File: config.mk
export PLATFORM = sky130hd
export DESIGN_NAME = exu_scheduler
export DESIGN_NICKNAME = d
export VERILOG_FILES = /design/src/rtl/exu_scheduler.sv
export SDC_FILE = /design/constraint.sdc
export NUM_CORES = 1
export LEC_CHECK = 0
export ABC_CLOCK_PERIOD_IN_PS = 2000
export BUFFER_PORTS_ARGS = -buffer_cell sky130_fd_sc_hd__buf_4
export CORE_AREA = 2 2 60 90
export CTS_BUF_LIST = sky130_fd_sc_hd__clkbuf_16
export DETAILED_ROUTE_END_ITERATION = 16
export DIE_AREA = 0 0 62 92
export PLACE_DENSITY_LB_ADDON = 0.15
export SLEW_MARGIN = 25
export SYNTH_ARGS = -nofsm -noshare
export SYNTH_HDL_FRONTEND = slang
export SYNTH_SLANG_ARGS = --single-unit
File: constraint.sdc
create_clock -name CLK -period 2 [get_ports CLK]
set_clock_uncertainty 0.05 [all_clocks]
set_input_delay 0.2 -clock CLK [delete_from_list [all_inputs] [get_ports CLK]]
set_output_delay 0.2 -clock CLK [all_outputs]
set_load 0.02 [all_outputs]
File: src/rtl/exu_scheduler.sv
// exu_scheduler: single-issue ALU/FPU operation scheduler.
// Accepts one operation at a time, drives registered opcode/select controls to the
// datapath, captures the datapath result after a fixed latency and holds it until the
// consumer handshakes it away. flush aborts any in-flight or pending operation.
// Optional feature: define EXU_EXC_STICKY_EN to build the sticky FPU exception flag;
// without it exc_sticky is tied low and exc_clear is ignored.
module exu_scheduler #(
    parameter int unsigned FPU_LATENCY = 4
) (
    input  logic        CLK,
    input  logic        reset,
    input  logic        req_valid,
    output logic        req_ready,
    input  logic        req_fpu,
    input  logic [2:0]  req_alu_op,
    input  logic [2:0]  req_fpu_op,
    input  logic [4:0]  req_tag,
    output logic [2:0]  alu_opcode,
    output logic [2:0]  fpu_opcode,
    output logic        alu_fpu_select,
    input  logic [31:0] dp_result,
    input  logic        dp_exception,
    input  logic        flush,
    output logic        resp_valid,
    input  logic        resp_ready,
    output logic [31:0] resp_result,
    output logic [4:0]  resp_tag,
    output logic        resp_exception,
    input  logic        exc_clear,
    output logic        exc_sticky
);

    typedef enum logic [1:0] {
        StIdle,
        StAluExec,
        StFpuWait,
        StResp
    } state_e;

    // Counter starts at FPU_LATENCY-1 so the capture lands on edge accept+FPU_LATENCY.
    localparam logic [3:0] CntLoad = 4'(FPU_LATENCY - 1);

    state_e      state_q;
    logic [3:0]  cnt_q;
    logic [4:0]  tag_q;
    logic        accept;
    logic        fpu_capture;

    assign req_ready   = (state_q == StIdle) && !flush;
    assign resp_valid  = (state_q == StResp);
    assign accept      = req_valid && req_ready;
    assign fpu_capture = (state_q == StFpuWait) && (cnt_q == 4'd0) && !flush;

    // Control FSM: accept, wait for the datapath, capture, hold until handshake.
    always_ff @(posedge CLK) begin
        if (reset) begin
            state_q        <= StIdle;
            cnt_q          <= 4'd0;
            tag_q          <= 5'd0;
            alu_opcode     <= 3'd0;
            fpu_opcode     <= 3'd0;
            alu_fpu_select <= 1'b0;
            resp_result    <= 32'd0;
            resp_tag       <= 5'd0;
            resp_exception <= 1'b0;
        end else begin
            unique case (state_q)
                StIdle: begin
                    if (accept) begin
                        alu_opcode     <= req_alu_op;
                        fpu_opcode     <= req_fpu_op;
                        alu_fpu_select <= req_fpu;
                        tag_q          <= req_tag;
                        if (req_fpu) begin
                            cnt_q   <= CntLoad;
                            state_q <= StFpuWait;
                        end else begin
                            state_q <= StAluExec;
                        end
                    end
                end
                StAluExec: begin
                    if (flush) begin
                        state_q <= StIdle;
                    end else begin
                        resp_result    <= dp_result;
                        resp_tag       <= tag_q;
                        resp_exception <= 1'b0;
                        state_q        <= StResp;
                    end
                end
                StFpuWait: begin
                    if (flush) begin
                        state_q <= StIdle;
                    end else if (cnt_q == 4'd0) begin
                        resp_result    <= dp_result;
                        resp_tag       <= tag_q;
                        resp_exception <= dp_exception;
                        state_q        <= StResp;
                    end else begin
                        cnt_q <= cnt_q - 4'd1;
                    end
                end
                StResp: begin
                    // flush discards the pending response even when resp_ready is high.
                    if (flush || resp_ready) begin
                        state_q <= StIdle;
                    end
                end
                default: state_q <= StIdle;
            endcase
        end
    end

`ifdef EXU_EXC_STICKY_EN
    logic sticky_q;

    // Sticky exception: set by an FPU capture with exception; set beats clear.
    always_ff @(posedge CLK) begin
        if (reset) begin
            sticky_q <= 1'b0;
        end else if (fpu_capture && dp_exception) begin
            sticky_q <= 1'b1;
        end else if (exc_clear) begin
            sticky_q <= 1'b0;
        end
    end

    assign exc_sticky = sticky_q;
`else
    logic unused_sticky_inputs;
    assign unused_sticky_inputs = exc_clear ^ fpu_capture;
    assign exc_sticky = 1'b0;
`endif

endmodule

# Word level (Yosys, flattened, before mapping)
# Index checks and enable logic that the tools add are counted.
# totals
regBits	56
inputBits	51
output_inout_bits	48
word_cells	57
# op_classes
add_sub_neg	1
eq_ne	11
mux	24
n_reduce_logical	12
# ops
op	count
$mux 32	3
$pmux 32 s2	1
$mux 4	4
$mux 5	3
$mux 2	6
$ne 2x2->1 const B	5
$pmux 5 s2	1
$pmux 2 s4	1
$pmux 4 s2	1
$reduce_and 5->1	1
$eq 2x2->1 const B	2
$logic_not 4->1	1
$ne 2x1->1 const B	2
$reduce_and 4->1	1
$reduce_bool 2->1	2
$sub 4x1->4 const B	1
$mux 1	3
$ne 3x2->1 const B	1
$reduce_and 3->1	1
$eq 2x1->1 const B	1
$logic_and 1x1->1	2
$logic_not 2->1	1
$pmux 1 s2	1
$reduce_and 2->1	1
2 further kinds	2

# Longest topological paths before layout
# Gate-level depths: netlist of run 1.
# depth
depth_word	5
mapped_depth	9

# Worst setup path after synthesis of run 1
# No wires, ideal clock.
# synth_path
path_type	reg2reg
from	reg state_q[0]
to	reg resp_result[0]
setup_time_ps	132
arrival_time_ps	1550
required_time_ps	1818
slack_ps	267
stages_incl_launch_ff	10
n_path_buf	3
synth_period_minus_slack_ps	1733
path_cell_list	dfxtp_1 > inv_1 > ha_1 > buf_6 > and4bb_4 > o21a_1 > buf_4 > buf_4 > nand2_1 > a21oi_1
# synth_between
elab_chain_cells	3
elab_cells_between_ends	8
cone_classes	5 x eq/ne; 1 x mux; 2 x reduce/logical
# synth_rtl
item	line_no	text
start, declared	43	state_e state_q;
start signal, assigned	57	state_q <= StIdle;
start signal, assigned	76	state_q <= StFpuWait;
start signal, assigned	78	state_q <= StAluExec;
$eq 2x2->1 or $eq 2x1->1 (tied branches)	67	unique case (state_q)
$ne 2x1->1 (no source line), or another cell as far along	--	
$reduce_and 4->1 (no source line)	--	
end signal, assigned	86	resp_result <= dp_result;
end signal, assigned	96	resp_result <= dp_result;
end, declared	26	output logic [31:0] resp_result,
# Several ways; a longest one is shown, not always the timed one.
# A chain may end at the register's enable or synchronous reset.

# Final worst setup path of run 1
# layout_path
from	reg state_q[0]
to	reg cnt_q[1]
# layout_between
elab_chain_cells	5
elab_cells_between_ends	11
cone_classes	5 x eq/ne; 1 x mux; 5 x reduce/logical
# layout_rtl
item	line_no	text
$logic_not 2->1	49, 67	
$logic_and 1x1->1	49	assign req_ready = (state_q == StIdle) && !flush;
$logic_and 1x1->1	51	assign accept = req_valid && req_ready;
$ne 2x2->1 (no source line)	--	
$reduce_and 5->1 (no source line)	--	
end signal, assigned	75	cnt_q <= CntLoad;
end signal, assigned	101	cnt_q <= cnt_q - 4'd1;
end, declared	44	logic [3:0] cnt_q;
# Several ways; a longest one is shown, not always the timed one.

==> metrics.md, run 1 <==
| Metric | Value |
|---|---|
| Status | finished clean |
| Standard-cell row count | 32 |
| Total gr overflow | 0 |
| Largest area contributor in the synthesized netlist | dfxtp_1 |
| Core area | 5000 um^2 |
| Delay-heaviest family, CP | simple AND/OR/NAND/NOR gates |
| Crit start category | flop |
| Post-CTS Setup Repair Bufs | 0 |
| FF+latch count, synth | 56 |
| Maximum VDD drop | slightly below 1000 uV |
| Wire per inst | 12.3 um |
| Clk network pwr share | 0.248 |
| Share of power burned in registers | 0.364 |
| Final setup fails | 0 |
| Most frequent cells in the layout | buf_4 (100), nand2_1 (88), dfxtp_1 (56) |
| Layout Utilization | 0.631 |
| PD cells | 1230 nW/um^2 |
| H-tree depth | 2 |
| CP Cell Sequence | inv_1 > ha_1 > or3b_4 > a21oi_4 > nor2_1 > a311oi_1 |
| Die area | 5700 um^2 |
| Vias post-DR | between 2000 and 2500 |
| Sum of negative setup slack | 0 ns |
| Unrepaired setup endpoints after global routing | no |
| Hold Path Class | primary input to flop |
| Ant diodes | 0 |
| Initial antenna violation count | 0 |
| Via/cell ratio | 4.94 |
| Tmin final | 1.83 ns |
| 1st-pass router iterations | 5 |
| Vias in the first global route | 2011 |
| # nets final | 421 |
| Avg Inst Size Synth | 8.19 um^2 |
| Switching share of total power | 0.350 |
| RD Place Congestion | 0.814 |
| Synth area leaders | dfxtp_1 (50%), nand2_1 (15%), a21oi_1 (12%) |
| Largest net degree at the start of global routing | 57 |
| CTS tree | done |
| First-pass GRT wire length | 8420 um |
| CP Max Fanout | 8 |
| Clk sinks | 56 |
| P_sw | 1.36 mW |
| Routed Antenna Nets | 0 |
| CP endpoint kind | flop |
| Worst-margin pin slew | 0.572 ns |
| Synth top area share | 0.496 |
| Cells after synthesis | 276 |
| Final Max Tran Viols | 0 |
| # IOs | 99 |
| Commonest non-fill, non-tap cell in the layout | buf_4 |
| Period Utilization, post-route | 0.914 |
| Rel. slew slack | 0.619 |
| Residual DRC | 0 |
| Cell Area, Synth | approximately 2300 um^2 |
| Height of the die | about 90 um |
| Final Hold Viols | 0 |
| Yosys warnings | 0 |
| Port bufs | 96 |
| Placement Setup Slack | 0.183 ns |
| Worst Path Buf+Inv | 1 |
| Hold_ws | approximately 0.10 ns |
| Overall Power | 3.88 mW |
| Sequential area share after synthesis | 0.496 |
| Number of distinct library cells after synthesis | 31 |
| Clock Latency Late Sink | 0.28 ns |
| Inserted Clock Buffers | 5 |
| Maxcap violations | 0 |
| Slowest-stage cell, CP | or3b_4 |
| Share of layout cells above drive strength 1 | 0.307 |
| Global Route Usage Sum | 0.193 |
| Initial Utilization | 0.451 |
| Critical Path Max Stage Delay | 0.44 ns |
| Leak | approximately 1.3 nW |
| Die width | approximately 62 um |
| Internal power | between 2 and 3 mW |
| DR iter-0 viols | 110 |
| Logic pwr share | 0.389 |
| WS Path Type | flop to flop |
| CTS Hold Buffers Added | 0 |
| CTS clk-pin slew, worst paths | 0.07 ns |
| Worst EP arrival | 1.97 ns |
| CP required | 2.14 ns |
| Worst Setup Slack, final | roughly 0.17 ns |
| Fmax | around 550 MHz |
| Area grow syn2layout | 39.8% |
| CTS Buffer Depth | 2 |
| Post-cts resize count | 0 |
| Detail Placement HPWL | 3750 um |
| CTS root buf | clkbuf_16 |
| Syn Nets | between 300 and 400 |
| Final wirelength | 5310 um |
layer usage:
| metal | up-vias | track usage | part of all wire |
|---|---|---|---|
| li1 | 1090 | - | - |
| met1 | 982 | 0.201 | 0.40 |
| met2 | 57 | 0.347 | 0.53 |
| met3 | 9 | 0.0465 | 0.052 |
| met4 | 0 | 0.0745 | 0.019 |
| met5 | - | 0 | 0 |
synthesized netlist by cell type:
| cell type | n |
|---|---|
| o2111a_1 | 2 |
| or3b_4 | 1 |
| dfxtp_1 | 56 |
| ha_1 | 6 |
| or3b_1 | 1 |
| a211oi_1 | 2 |
| buf_2 | 1 |
| inv_1 | 8 |
| and4b_1 | 1 |
| o21a_1 | 2 |
| nand2b_1 | 1 |
| nand3_1 | 12 |
| and4bb_4 | 1 |
| nor3_1 | 1 |
| a32oi_1 | 1 |
| nor2_1 | 4 |
| clkbuf_1 | 9 |
| nand4b_1 | 3 |
| a311oi_1 | 1 |
| nand2_1 | 88 |
| o21ai_1 | 2 |
| a21oi_1 | 53 |
| a21oi_4 | 1 |
| nor3b_1 | 1 |
| buf_6 | 4 |
| nor2b_1 | 3 |
| o22ai_1 | 2 |
| a31oi_1 | 1 |
| buf_4 | 6 |
| conb_1 | 1 |
| o21ai_0 | 1 |
tightest hold or removal path, cell delays in order:
cell and delay, ns:
buf_4 0.10, nand2_1 0.04, a21oi_1 0.05
cell families after synthesis:
group                      count (synthesis)  synth area share
DFF                                       56             0.496
other                                      1           0.00166
and+or+nand+nor                          117             0.228
AOI/OAI and AO/OA                         68             0.171
buffers and inverters                     28            0.0703
adders and majority gates                  6            0.0332
worst paths after layout:
kind                            cells after the start        endpoint  slack, ns    startpoint
worst max-delay path                                6        cnt_q[1]       0.17    state_q[0]
worst min-delay path                                3  resp_result[4]       0.10  dp_result[4]
worst max register to register                      6        cnt_q[1]       0.17    state_q[0]
worst min register to register                      2     resp_tag[4]       0.40      tag_q[4]
power by group through the flow:
stage	Clock [mW]	Sequential, mW	Combinational [mW]
6_report	0.961	1.41	1.51
5_1_grt	1.04	1.44	1.68
4_1_cts	0.996	1.42	1.53
3_5_place_dp	0	1.44	1.53
3_3_place_gp	0	1.43	1.50
2_1_floorplan	0	1.62	0.847
final cells by class:
class	instances	area, um^2
well taps	68	85.1
inverters	8	30.0
clock buffers	5	125
clock inverters	3	42.5
multi-input cells	192	983
fillers	478	1850
repair buffers	101	771
flip-flops and latches	56	1120
registers in the layout (all words and copies together), names as in the netlist:
register and count:
cnt_q 4, resp_result 32, alu_fpu_select 1, resp_exception 1
resp_tag 5, fpu_opcode 3, state_q 2, alu_opcode 3
tag_q 5
through the flow:
stage,area (um^2),std cells
floorplan,2260,276
global placement,2990,425
detailed placement,2990,425
CTS,3160,433
global route,3160,433
finish,3160,433
Note: power is estimated with default switching activity, not from simulation.
==> run 2, diff against run 1 <==
GPL_TIMING_DRIVEN = 0   (was not set)
==> run 2 against run 1 <==
Net effect:
- worst hold slack got worse by 0.00086 ns
- non-clock buffer count rose by 15
- register-to-register slack barely moved
- global-route usage rose by 0.38 points
- wire length rose by 4.6%
- maximum frequency fell by 1.2%
- sequential power barely moved
- setup slack got worse by 0.023 ns
- die area did not move
- design area rose by 1.9%
- largest power group unchanged
==> metrics.md, run 2 (synthesis gave the netlist of run 1 again) <==
| Metric | Value |
|---|---|
| RD Place Congestion | 0.816 (was 0.814) |
| Vias in the first global route | 2000 (was 2011) |
| Initial Utilization | 0.451 (unchanged) |
| Die area | 5700 um^2 (unchanged) |
| CP Cell Sequence | inv_1 > ha_2 > nor2b_2 > clkbuf_4 > buf_4 (was inv_1 > ha_1 > or3b_4 > a21oi_4 > nor2_1 > a311oi_1) |
| Switching share of total power | 0.357 (was 0.350) |
| Via/cell ratio | 4.93 (was 4.94) |
| Final Hold Viols | 0 (unchanged) |
| Detail Placement HPWL | 4170 um (was 3750 um) |
| Reg-to-Reg Start | state_q[0] (unchanged) |
| Port bufs | 94 (was 96) |
| Critical Path Max Stage Delay | 0.33 ns (was 0.44 ns) |
| Hold Path Cell Cnt | 3 (unchanged) |
| Residual DRC | 0 (unchanged) |
| CTS clk-pin slew, worst paths | 0.07 ns (about the same) |
| CTS tree | done (unchanged) |
| Maximum VDD drop | 785 uV (was 966 uV) |
| Crit start category | flop (unchanged) |
| Most frequent cells in the layout | buf_4 (101), nand2_1 (88), dfxtp_1 (56) (was buf_4 (100), nand2_1 (88), dfxtp_1 (56)) |
| Biggest regs | resp_result x32, resp_tag x5, tag_q x5 (unchanged) |
| Area grow syn2layout | 42.5% (was 39.8%) |
| Final setup fails | 0 (unchanged) |
| Period Utilization, post-route | 0.925 (was 0.914) |
| WS Path Type | flop to primary output (was flop to flop) |
| Die width | 62 um (unchanged) |
| Height of the die | 92 um (unchanged) |
| Largest register by flop count | resp_result (unchanged) |
| Ant diodes | 0 (unchanged) |
| Commonest non-fill, non-tap cell in the layout | buf_4 (unchanged) |
| Maxcap violations | 0 (unchanged) |
| Core area | 5000 um^2 (unchanged) |
| PD cells | 1190 nW/um^2 (was 1230 nW/um^2) |
| Hold Startpoint | dp_result[4] (unchanged) |
| Clk network pwr share | 0.213 (was 0.248) |
| Clock Latency Late Sink | 0.28 ns (about the same) |
| # fillers | 481 (was 478) |
| Share of power burned in registers | 0.368 (was 0.364) |
| CP required | 1.75 ns (was 2.14 ns) |
| Final Max Tran Viols | 0 (unchanged) |
| P_sw | 1.37 mW (was 1.36 mW) |
| Fmax | 540 MHz (was 547 MHz) |
| Worst Path Buf+Inv | 3 (was 1) |
| FF-to-FF End | resp_tag[4] (was cnt_q[1]) |
| Hold_ws | 0.104 ns (was 0.105 ns) |
| Clk sinks | 56 (unchanged) |
| Leak | 1.36 nW (was 1.33 nW) |
| Vias post-DR | 2204 (was 2138) |
| Hold Path Class | primary input to flop (unchanged) |
| Standard-cell row count | 32 (unchanged) |
| First-pass GRT wire length | 8600 um (was 8420 um) |
| Internal power | 2.47 mW (was 2.53 mW) |
| Sum of negative setup slack | 0 ns (unchanged) |
| CTS Hold Buffers Added | 0 (unchanged) |
| CTS root buf | clkbuf_16 (unchanged) |
| Placement Setup Slack | 0.0679 ns (was 0.183 ns) |
| Global Route Usage Sum | 0.196 (was 0.193) |
| Tmin final | 1.85 ns (was 1.83 ns) |
| Cells on worst reg2reg path | 9 (was 6) |
| Initial antenna violation count | 0 (unchanged) |
| Largest register FFs | 32 (unchanged) |
| 1st-pass router iterations | 4 (was 5) |
| # nets final | 436 (was 421) |
| Total gr overflow | 0 (unchanged) |
| H-tree depth | 2 (unchanged) |
| Delay-heaviest family, CP | buffers and inverters (was simple AND/OR/NAND/NOR gates) |
| Inserted Clock Buffers | 5 (unchanged) |
| Overall Power | 3.84 mW (was 3.88 mW) |
| CP Max Fanout | 10 (was 8) |
| Routed Antenna Nets | 0 (unchanged) |
| Worst Setup Slack, final | 0.150 ns (was 0.173 ns) |
| Largest net degree at the start of global routing | 17 (was 57) |
| Status | finished clean (unchanged) |
| Final wirelength | 5560 um (was 5310 um) |
| Share of layout cells above drive strength 1 | 0.322 (was 0.307) |
| Worst EP arrival | 1.60 ns (was 1.97 ns) |
| Logic pwr share | 0.418 (was 0.389) |
| Wire per inst | 12.4 um (was 12.3 um) |
| Reg2reg setup slack | 0.17 ns (about the same) |
| # IOs | 99 (unchanged) |
| Slowest-stage cell, CP | dfxtp_1 (was or3b_4) |
| DR iter-0 viols | 125 (was 110) |
| CTS Buffer Depth | 2 (unchanged) |
| CP endpoint kind | primary output (was flop) |
| Worst hold path endpoint | resp_result[4] (unchanged) |
| Layout Utilization | 0.643 (was 0.631) |
| Unrepaired setup endpoints after global routing | no (unchanged) |
[run 2: metal layers]
layer / vias to the layer above / GRT usage / wire [um]
met5: - / 0 / 0
met4: 0 / 0.0567 / 72
met3: 9 / 0.0423 / 304
met2: 61 / 0.365 / 3070
met1: 1008 / 0.206 / 2110
li1: 1126 / - / -
[run 2: what timing repair did]
item / 4_1_cts / 5_1_grt
endpoints found under the hold margin: 0 / 0
endpoints found under the setup margin: 1 / 22
cloned: 0 / 0
resized for setup: 2 / 5
buffers inserted: 0 / 2
[run 2: final cells by class]
cell class / instances / area (um^2) / share of cell area
Buffer: 20 / 136 / 0.0424
Clock buffer: 5 / 125 / 0.0389
Clock inverter: 2 / 12.5 / 0.00389
Inverter: 8 / 30.0 / 0.00933
Multi-Input combinational cell: 192 / 988 / 0.307
Sequential cell: 56 / 1120 / 0.348
Tap cell: 68 / 85.1 / 0.0264
Timing Repair Buffer: 96 / 721 / 0.224
[run 2: worst max path at each step]
| stage | to | cells past startpoint | start | slack, ns |
|---|---|---|---|---|
| after CTS | req_ready | 5 | state_q[0] | 0.02 |
| after global routing | resp_tag[2] | 9 | state_q[0] | 0.04 |
| after detailed placement | resp_result[29] | 9 | state_q[0] | 0.07 |
| final | req_ready | 5 | state_q[1] | 0.15 |
| after global placement | resp_result[27] | 9 | state_q[0] | 0.12 |
| after floorplan | resp_result[0] | 9 | state_q[0] | 0.27 |
[run 2: stage by stage]
stage | std cells | area [um^2]
after CTS | 445 | 3190
after global routing | 447 | 3220
after global placement | 438 | 3050
final | 447 | 3220
after floorplan | 276 | 2260
after detailed placement | 438 | 3050
[run 2: power by group through the flow]
| stage | clock (mW) | combinational (mW) | sequential (mW) |
|---|---|---|---|
| global placement | 0 | 1.54 | 1.43 |
| finish | 0.818 | 1.61 | 1.42 |
| detailed placement | 0 | 1.57 | 1.44 |
| global route | 0.888 | 1.77 | 1.44 |
| floorplan | 0 | 0.847 | 1.62 |
| CTS | 0.844 | 1.58 | 1.42 |
[run 2: worst register-to-register path: cells and delay by family (launching register included)]
kind | cells | cell delay, ns
simple gates | 2 | 0.30
flops | 1 | 0.37
compound gates | 2 | 0.24
fa+ha+maj | 1 | 0.21
buf+inv | 4 | 0.56
==> run 3, diff against run 2 <==
CORE_AREA = 2 2 59 89   (was 2 2 60 90)
CTS_BUF_LIST = sky130_fd_sc_hd__clkbuf_2   (was sky130_fd_sc_hd__clkbuf_16)
DIE_AREA = 0 0 61 91   (was 0 0 62 92)
==> run 3 against run 2 <==
Net effect:
- critical path depth unchanged
- setup slack worse by 0.021 ns
- total power fell by 5.6%
- design area up 12%
- sequential power is essentially flat
- first-iteration DRC count is 2.4% lower
- flip-flop and latch count unchanged
- utilization up 11 points
- count of clock-buffer cells in the layout is the same
- wire length rose by 17%
- via count grew 8.8%
- maximum frequency fell by 1.1%
- highest routed layer unchanged
==> metrics.md, run 3 (synthesis gave the netlist of run 1 again) <==
| Metric | Value |
|---|---|
| Clk sinks | 56 (unchanged) |
| Tmin final | 1.87 ns (was 1.85 ns) |
| CTS root buf | clkbuf_2 (was clkbuf_16) |
| Final Hold Viols | 0 (unchanged) |
| First-pass GRT wire length | 10100 um (was 8600 um) |
| Final wirelength | 6490 um (was 5560 um) |
| Inserted Clock Buffers | 5 (unchanged) |
| Commonest non-fill, non-tap cell in the layout | buf_4 (unchanged) |
| Via/cell ratio | 4.88 (was 4.93) |
| Critical Path Max Stage Delay | 0.40 ns (was 0.33 ns) |
| Period Utilization, post-route | 0.935 (was 0.925) |
| Residual DRC | 0 (unchanged) |
| Vias in the first global route | 2238 (was 2000) |
| Wire per inst | 13.2 um (was 12.4 um) |
| # IOs | 99 (unchanged) |
| Die area | 5550 um^2 (was 5700 um^2) |
| Global Route Usage Sum | 0.238 (was 0.196) |
| CP Cell Sequence | inv_2 > ha_4 > nor2b_4 > clkbuf_8 > buf_4 (was inv_1 > ha_2 > nor2b_2 > clkbuf_4 > buf_4) |
| Status | finished clean (unchanged) |
| Clock Latency Late Sink | 0.43 ns (was 0.28 ns) |
| Met3 wire len | 286 um (was 304 um) |
| Vias post-DR | 2399 (was 2204) |
| WS Path Type | flop to primary output (unchanged) |
| Maxcap violations | 0 (unchanged) |
| Port bufs | 94 (unchanged) |
| CP Launch Point | state_q[0] (was state_q[1]) |
| Die width | 61 um (was 62 um) |
| Hold Path Class | primary input to flop (unchanged) |
| # nets final | 482 (was 436) |
| RD Place Congestion | 0.828 (was 0.816) |
| Standard-cell row count | 31 (was 32) |
| Sum of negative setup slack | 0 ns (unchanged) |
| Fmax | 535 MHz (was 540 MHz) |
| Height of the die | 91 um (was 92 um) |
| Met1 wire length | 2550 um (was 2110 um) |
| Core area | 4770 um^2 (was 5000 um^2) |
| Hold Startpoint | flush (was dp_result[4]) |
| Final Max Tran Viols | 0 (unchanged) |
| CTS Buffer Depth | 2 (unchanged) |
| CTS clk-pin slew, worst paths | 0.26 ns (was 0.07 ns) |
| Largest register FFs | 32 (unchanged) |
| CTS tree | done (unchanged) |
| Reg-to-Reg Start | state_q[0] (unchanged) |
| Ant diodes | 0 (unchanged) |
| Unrepaired setup endpoints after global routing | no (unchanged) |
| CP endpoint kind | primary output (unchanged) |
| Initial Utilization | 0.474 (was 0.451) |
| Initial antenna violation count | 0 (unchanged) |
| PD cells | 1010 nW/um^2 (was 1190 nW/um^2) |
| Met2 Wirelength | 3500 um (was 3070 um) |
| Worst Setup Slack, final | 0.129 ns (was 0.150 ns) |
| Leak | 1.52 nW (was 1.36 nW) |
| Total gr overflow | 0 (unchanged) |
| H-tree depth | 2 (unchanged) |
| Final setup fails | 0 (unchanged) |
| Biggest regs | resp_result x32, resp_tag x5, tag_q x5 (unchanged) |
| Routed Antenna Nets | 0 (unchanged) |
| Detail Placement HPWL | 4110 um (was 4170 um) |
| CP required | 1.75 ns (about the same) |
| Largest register by flop count | resp_result (unchanged) |
| CP Max Fanout | 10 (unchanged) |
| Area grow syn2layout | 59.4% (was 42.5%) |
| Maximum VDD drop | 736 uV (was 785 uV) |
| Worst EP arrival | 1.62 ns (was 1.60 ns) |
| Most frequent cells in the layout | buf_4 (102), nand2_1 (88), dfxtp_1 (55) (was buf_4 (101), nand2_1 (88), dfxtp_1 (56)) |
| Crit start category | flop (unchanged) |
| Largest net degree at the start of global routing | 19 (was 17) |
| 1st-pass router iterations | 5 (was 4) |
| Slowest-stage cell, CP | dfxtp_2 (was dfxtp_1) |
| Placement Setup Slack | 0.0587 ns (was 0.0679 ns) |
| Top layer in use | met4 (unchanged) |
| DR iter-0 viols | 122 (was 125) |
| Share of layout cells above drive strength 1 | 0.291 (was 0.322) |
## run 3: cell count changes in the layout (fill, tap and decap cells not counted), sizes merged
cell,delta
dlygate4sd3,+46
clkinvlp,-1
inv,+1
clkinv,+1
## run 3: cell type report
type                    instances  area [um^2]
plain buffers                  20          139
clock inverters                 3         22.5
inverters                       8         30.0
clock buffers                   5         25.0
flip-flops and latches         56         1120
multi-input cells             192         1000
well taps                      66         82.6
repair buffers                142         1180
fillers                       367         1170
## run 3: stage by stage
step	cells	utilization	total power [mW]	hold WS (ns)	cell area [um^2]
floorplan	276	-	2.46	0.286	2260
global placement	436	0.639	2.97	0.388	3050
detailed placement	436	0.639	3.01	0.395	3050
CTS	489	0.750	3.61	0.00397	3580
global route	492	0.755	3.88	0.0270	3600
finish	492	0.755	3.63	0.0728	3600
## run 3: where the power goes
group	switching, mW	internal (mW)	total [mW]
sequential	0.109	1.32	1.42
clock	0.365	0.0926	0.458
combinational	0.951	0.793	1.74
total	1.43	2.20	3.63
## run 3: worst paths after layout
kind | end | slack (ns) | cells past startpoint
worst min register to register | resp_tag[1] | 0.42 | 2
worst max-delay path | req_ready | 0.13 | 5
worst max register to register | resp_result[14] | 0.14 | 9
worst min-delay path | fpu_opcode[2] | 0.07 | 4
## run 3: worst max-delay path: cells and delay by family, from the launching register on
family                   cells  cell delay, ns
buffers and inverters        3            0.44
adder cells (fa/ha/maj)      1            0.18
flip-flops                   1            0.40
AND/OR/NAND/NOR              1            0.19
## run 3: what timing repair did
action | 4_1_cts | 5_1_grt
setup endpoints to repair | 1 | 29
gates resized for setup | 8 | 2
hold endpoints to repair | 44 | 1
hold buffers | 45 | 1
buffers inserted | 0 | 2
pin swaps | 0 | 0
## run 3: metal layers
metal | vias up | track usage
li1 | 1210 | -
met1 | 1104 | 0.271
met2 | 72 | 0.427
met3 | 13 | 0.0385
met4 | 0 | 0.0797
met5 | - | 0
